$ cat config.mk
export PLATFORM = sky130hd
export DESIGN_NAME = instr_fetch
export DESIGN_NICKNAME = d
export VERILOG_FILES = /design/src/rtl/fetch_pkg.sv /design/src/rtl/jump_lut.sv /design/src/rtl/instr_fetch.sv
export SDC_FILE = /design/constraint.sdc
export NUM_CORES = 1
export LEC_CHECK = 0
export ABC_AREA = 0
export CAP_MARGIN = 15
export CORE_AREA = 4 4 116 173
export DETAILED_ROUTE_END_ITERATION = 12
export DIE_AREA = 0 0 120 177
export PLACE_DENSITY_LB_ADDON = 0.05
export SYNTH_ARGS = -nofsm -noshare
export SYNTH_HDL_FRONTEND = slang
export SYNTH_HIERARCHICAL = 1
export SYNTH_SLANG_ARGS = --single-unit
$ cat constraint.sdc
create_clock -name clk -period 5.15 [get_ports clk]
set_input_delay 1.03 -clock clk [delete_from_list [all_inputs] [get_ports clk]]
set_output_delay 1.03 -clock clk [all_outputs]
set_load 0.05 [all_outputs]
$ cat src/rtl/fetch_pkg.sv
// Shared widths, HALT encoding and FSM state type for the instruction-fetch unit.
package fetch_pkg;
  localparam int PC_W      = 10;
  localparam int INSTR_W   = 9;
  localparam int LUT_DEPTH = 16;
  localparam int LUT_AW    = 4;
  localparam int CNT_W     = 16;
  localparam logic [INSTR_W-1:0] HALT_INSTR = 9'h1FF;

  typedef enum logic [1:0] {IDLE, RUN, DONE} fetch_state_t;

  function automatic logic [CNT_W-1:0] sat_inc(input logic [CNT_W-1:0] v);
    return (v == {CNT_W{1'b1}}) ? v : v + CNT_W'(1);
  endfunction
endpackage

$ cat src/rtl/jump_lut.sv
// 16-entry jump-target register file: reset to zero, one write port, combinational read.
module jump_lut
  import fetch_pkg::*;
(
  input  logic              clk_i,
  input  logic              rst_i,
  input  logic              wr_en_i,
  input  logic [LUT_AW-1:0] wr_addr_i,
  input  logic [PC_W-1:0]   wr_data_i,
  input  logic [LUT_AW-1:0] rd_addr_i,
  output logic [PC_W-1:0]   rd_data_o
);
  logic [PC_W-1:0] mem_q [LUT_DEPTH];

  always_ff @(posedge clk_i or posedge rst_i) begin
    if (rst_i) begin
      for (int i = 0; i < LUT_DEPTH; i++) mem_q[i] <= '0;
    end else if (wr_en_i) begin
      mem_q[wr_addr_i] <= wr_data_i;
    end
  end

  assign rd_data_o = mem_q[rd_addr_i];
endmodule

$ cat src/rtl/instr_fetch.sv
// PC register, next-PC selection and IDLE/RUN/DONE sequencing in front of the
// combinational instruction ROM and the control decoder.
module instr_fetch
  import fetch_pkg::*;
(
  input  logic               clk,
  input  logic               reset,
  input  logic               start,
  output logic [PC_W-1:0]    imem_addr,
  input  logic [INSTR_W-1:0] imem_data,
  output logic [INSTR_W-1:0] instr,
  input  logic               pc_jmp_en,
  input  logic               pc_jmp_abs,
  input  logic [LUT_AW-1:0]  lut_ptr,
  input  logic               lut_wr_en,
  input  logic [LUT_AW-1:0]  lut_wr_addr,
  input  logic [PC_W-1:0]    lut_wr_data,
  output logic [PC_W-1:0]    pc,
  output logic               done,
  output logic [CNT_W-1:0]   cycle_cnt,
  output fetch_state_t       state_dbg
);
  fetch_state_t     state_q;
  logic [PC_W-1:0]  pc_q, pc_d;
  logic [CNT_W-1:0] cnt_q;
  logic             done_q;
  logic [PC_W-1:0]  lut_rd;
  logic             lut_we;
  logic             is_halt;

  // The LUT is frozen while running so branch targets stay stable mid-program.
  assign lut_we = lut_wr_en && (state_q != RUN);

  jump_lut u_lut (
    .clk_i     (clk),
    .rst_i     (reset),
    .wr_en_i   (lut_we),
    .wr_addr_i (lut_wr_addr),
    .wr_data_i (lut_wr_data),
    .rd_addr_i (lut_ptr),
    .rd_data_o (lut_rd)
  );

  assign is_halt = (imem_data == HALT_INSTR);

  always_comb begin
    pc_d = pc_q + PC_W'(1);
    if (pc_jmp_en && pc_jmp_abs) pc_d = lut_rd;
    else if (pc_jmp_en)          pc_d = pc_q + lut_rd;
  end

  always_ff @(posedge clk or posedge reset) begin
    if (reset) begin
      state_q <= IDLE;
      pc_q    <= '0;
      cnt_q   <= '0;
      done_q  <= 1'b0;
    end else begin
      case (state_q)
        IDLE, DONE: begin
          if (start) begin
            state_q <= RUN;
            pc_q    <= '0;
            cnt_q   <= '0;
            done_q  <= 1'b0;
          end
        end
        RUN: begin
          cnt_q <= sat_inc(cnt_q);
          if (is_halt) begin
            state_q <= DONE;
            done_q  <= 1'b1;
          end else begin
            pc_q <= pc_d;
          end
        end
        default: state_q <= IDLE;
      endcase
    end
  end

  // Outside RUN the decoder sees 0, which decodes as a side-effect-free cmp.
  assign instr     = (state_q == RUN) ? imem_data : '0;
  assign imem_addr = pc_q;
  assign pc        = pc_q;
  assign done      = done_q;
  assign cycle_cnt = cnt_q;
  assign state_dbg = state_q;
endmodule

==> run metrics <==
Buf+Inv Stages, Crit Path=2; Fin Hold WS=0.483 ns; initial drt markers=about 360; Die H=177 um; initial core utilization=0.519; core area=between 0.015 and 0.02 mm2; vias in the first global route=6,460; # IOs=81; Multi-input gate area=0.00461 mm2; H-Tree Depth=4; M3 GR Usage=0.0358; width of the die=120 um; GR Util met2=0.393; Worst Setup Slack post-DPL=0.694 ns; Post-CTS Resized=0; initial antenna violation count=0; NumNets Final=800; worst vdd ir=0.211 mV; Worst-path clk slew=approximately 0.070 ns; Hold WC Path Type=flip-flop to flip-flop; CTS tree=yes; syn nets=738; ranking of synthesized cells by area=dfrtp_1, mux2_2, mux4_2; Final period util=0.776; global-route wire length before repair=35.6 mm; maximum root-to-sink buffer count=2; HPWL after DPL=around 15 mm; Cells after Synth=694; top-count cell post-synth=dfrtp_1; min Tclk post-route=approximately 4.0 ns; Storage cell area=0.00473 mm2; outcome=complete, no violations; sequential fraction of the synthesis area=0.492; Post-Syn Area per Cell=13.9 um2; critical path peak fanout=14; ANT nets after route=0; Leakage Power=5.26 nW; #FFs+latches synth=189; Slew Viols, Final=0; Cell Area, Synth=0.00962 mm2; WL per Instance=21.8 um; RSZ-0062 raised after global routing=false; Worst Slack Setup Final=1.15 ns; Top delay family on crit path=compound AO/OA/AOI/OAI gates; worst slew pin tran=approximately 1 ns; met1 global-route usage=0.260; RePlAce Congestion=~0.84; CP Launch Type=primary input; die footprint=approximately 0.021 mm2; Yosys cell types=67; Worst Path Required=between 5 and 6 ns; synth cell count leaders=dfrtp_1, mux2_2, mux4_2; Yosys Warn Count=6; Post-synth EDFFs=0; Root Driver=clkbuf_16; Residual DRC=0; crit path capture type=flip-flop; I/O Buffers=80; largest net degree at the start of global routing=161; Inserted Clock Buffers=17; Vias=between 5,000 and 6,000; global routing's busiest layer=met2; slowest stage cell, crit path=mux4_2; worst stage delay on the critical path=between 0.5 and 0.6 ns; layout cells sized above 1=0.339; CP most frequent cell=o21ai_0; Layout area overhead=16.2%; Antenna Cells=0; Slew Limit Headroom=0.343; DR vias/cell=approximately 6; row cnt=61; GRT Residual Overflow=0; Fin Setup TNS=0 ns; Max Cap Violations=0; Yosys top cell area share=0.492; Clock Sinks=189; main flop type after synthesis=dfrtp_1; post-CTS setup buffer count=0; CP arrival=4.32 ns; hold buffer count at cts=0; critical-path cell list=buf_2 -> buf_4 -> mux4_2 -> a22oi_1 -> nand2_1 -> and2_1 -> ha_1 -> o211ai_1 -> o21ai_0 -> o31a_1 -> mux2i_1 -> o21ai_0; PD cells=397 mW/mm2; Final Hold Viols=0; leading area contributor after synthesis=dfrtp_1; Max Fclk=250 MHz; first-pass iteration count of the detailed router=4; final setup vio count=0; Post-synth ARST share=1.00; Final Skew=0.0207 ns; Clk Latency, worst-skew pair=~0.44 ns; fillcell total=1,493; detailed-route wire length=22.2 mm; gr usage total=0.218; CP Class=primary input to flip-flop
-- worst paths after layout --
path                                    endpoint  slack [ns]  cells after the start              from
min in group asynchronous           imem_addr[0]        1.01                      2             reset
max in group asynchronous        u_lut/mem_q[59]        3.35                      3             reset
worst max-delay path                imem_addr[7]        1.15                     12        lut_ptr[0]
worst max register to register      imem_addr[8]        1.91                     11   u_lut/mem_q[40]
worst min register to register  u_lut/mem_q[135]        0.48                      1  u_lut/mem_q[135]
worst min-delay path            u_lut/mem_q[135]        0.48                      1  u_lut/mem_q[135]
-- layout make-up --
class / instances / area share
multi-input combinational: 450 / 0.413
inverter: 5 / 0.00201
tap: 252 / 0.0282
clock inverter: 12 / 0.0121
timing repair buffer: 93 / 0.0817
sequential: 189 / 0.423
clock buffer: 19 / 0.0405
-- stage by stage --
step	std cells	total power, mW	utilization	area (um2)
floorplan	694	2.78	-	9620
global placement	989	3.12	0.571	10600
detailed placement	989	3.16	0.571	10600
CTS	1020	4.48	0.603	11200
global route	1020	4.65	0.603	11200
finish	1020	4.44	0.603	11200
-- cell usage in the layout, fill, tap and decap left out, types with 9 or more instances in the layout --
cell type and instances:
clkdlybuf4s50_1 78, nand2_1 38, mux2_1 14, mux2_2 118, and2_1 20, ha_1 10, buf_4 11, nor2_1 22
a211oi_1 9, o21ai_0 14, mux2_4 30, xnor2_1 12, a22oi_1 20, nand3_1 11, clkbuf_16 17, mux4_2 40
dfrtp_1 189
-- power by group --
group	switching [mW]	leakage (nW)	internal, mW	total (mW)
Clock	0.569	0.290	0.743	1.31
Sequential	0.159	2.58	1.67	1.82
Combinational	0.775	2.39	0.527	1.30
Total	1.50	5.26	2.94	4.44
-- layer usage --
layer  part of all wire  up-vias
met4              0.024        0
met1               0.40     3149
met3              0.032       39
met5                  0        -
met2               0.54      119
li1                   -     2686
-- flip-flops by register name (all words and copies together), names as in the netlist --
signal       cells
u_lut/mem_q    160
done             1
state_dbg        2
imem_addr       10
cycle_cnt       16
-- kinds of logic after synthesis --
family / synth area share
AOI/OAI and AO/OA: 0.0615
xor gates and xnor gates: 0.0127
adders and majority gates: 0.0151
and+or+nand+nor: 0.0858
DFF: 0.492
buffers and inverters: 0.0310
muxes: 0.302
No activity file was read; power rests on OpenSTA's default activity.
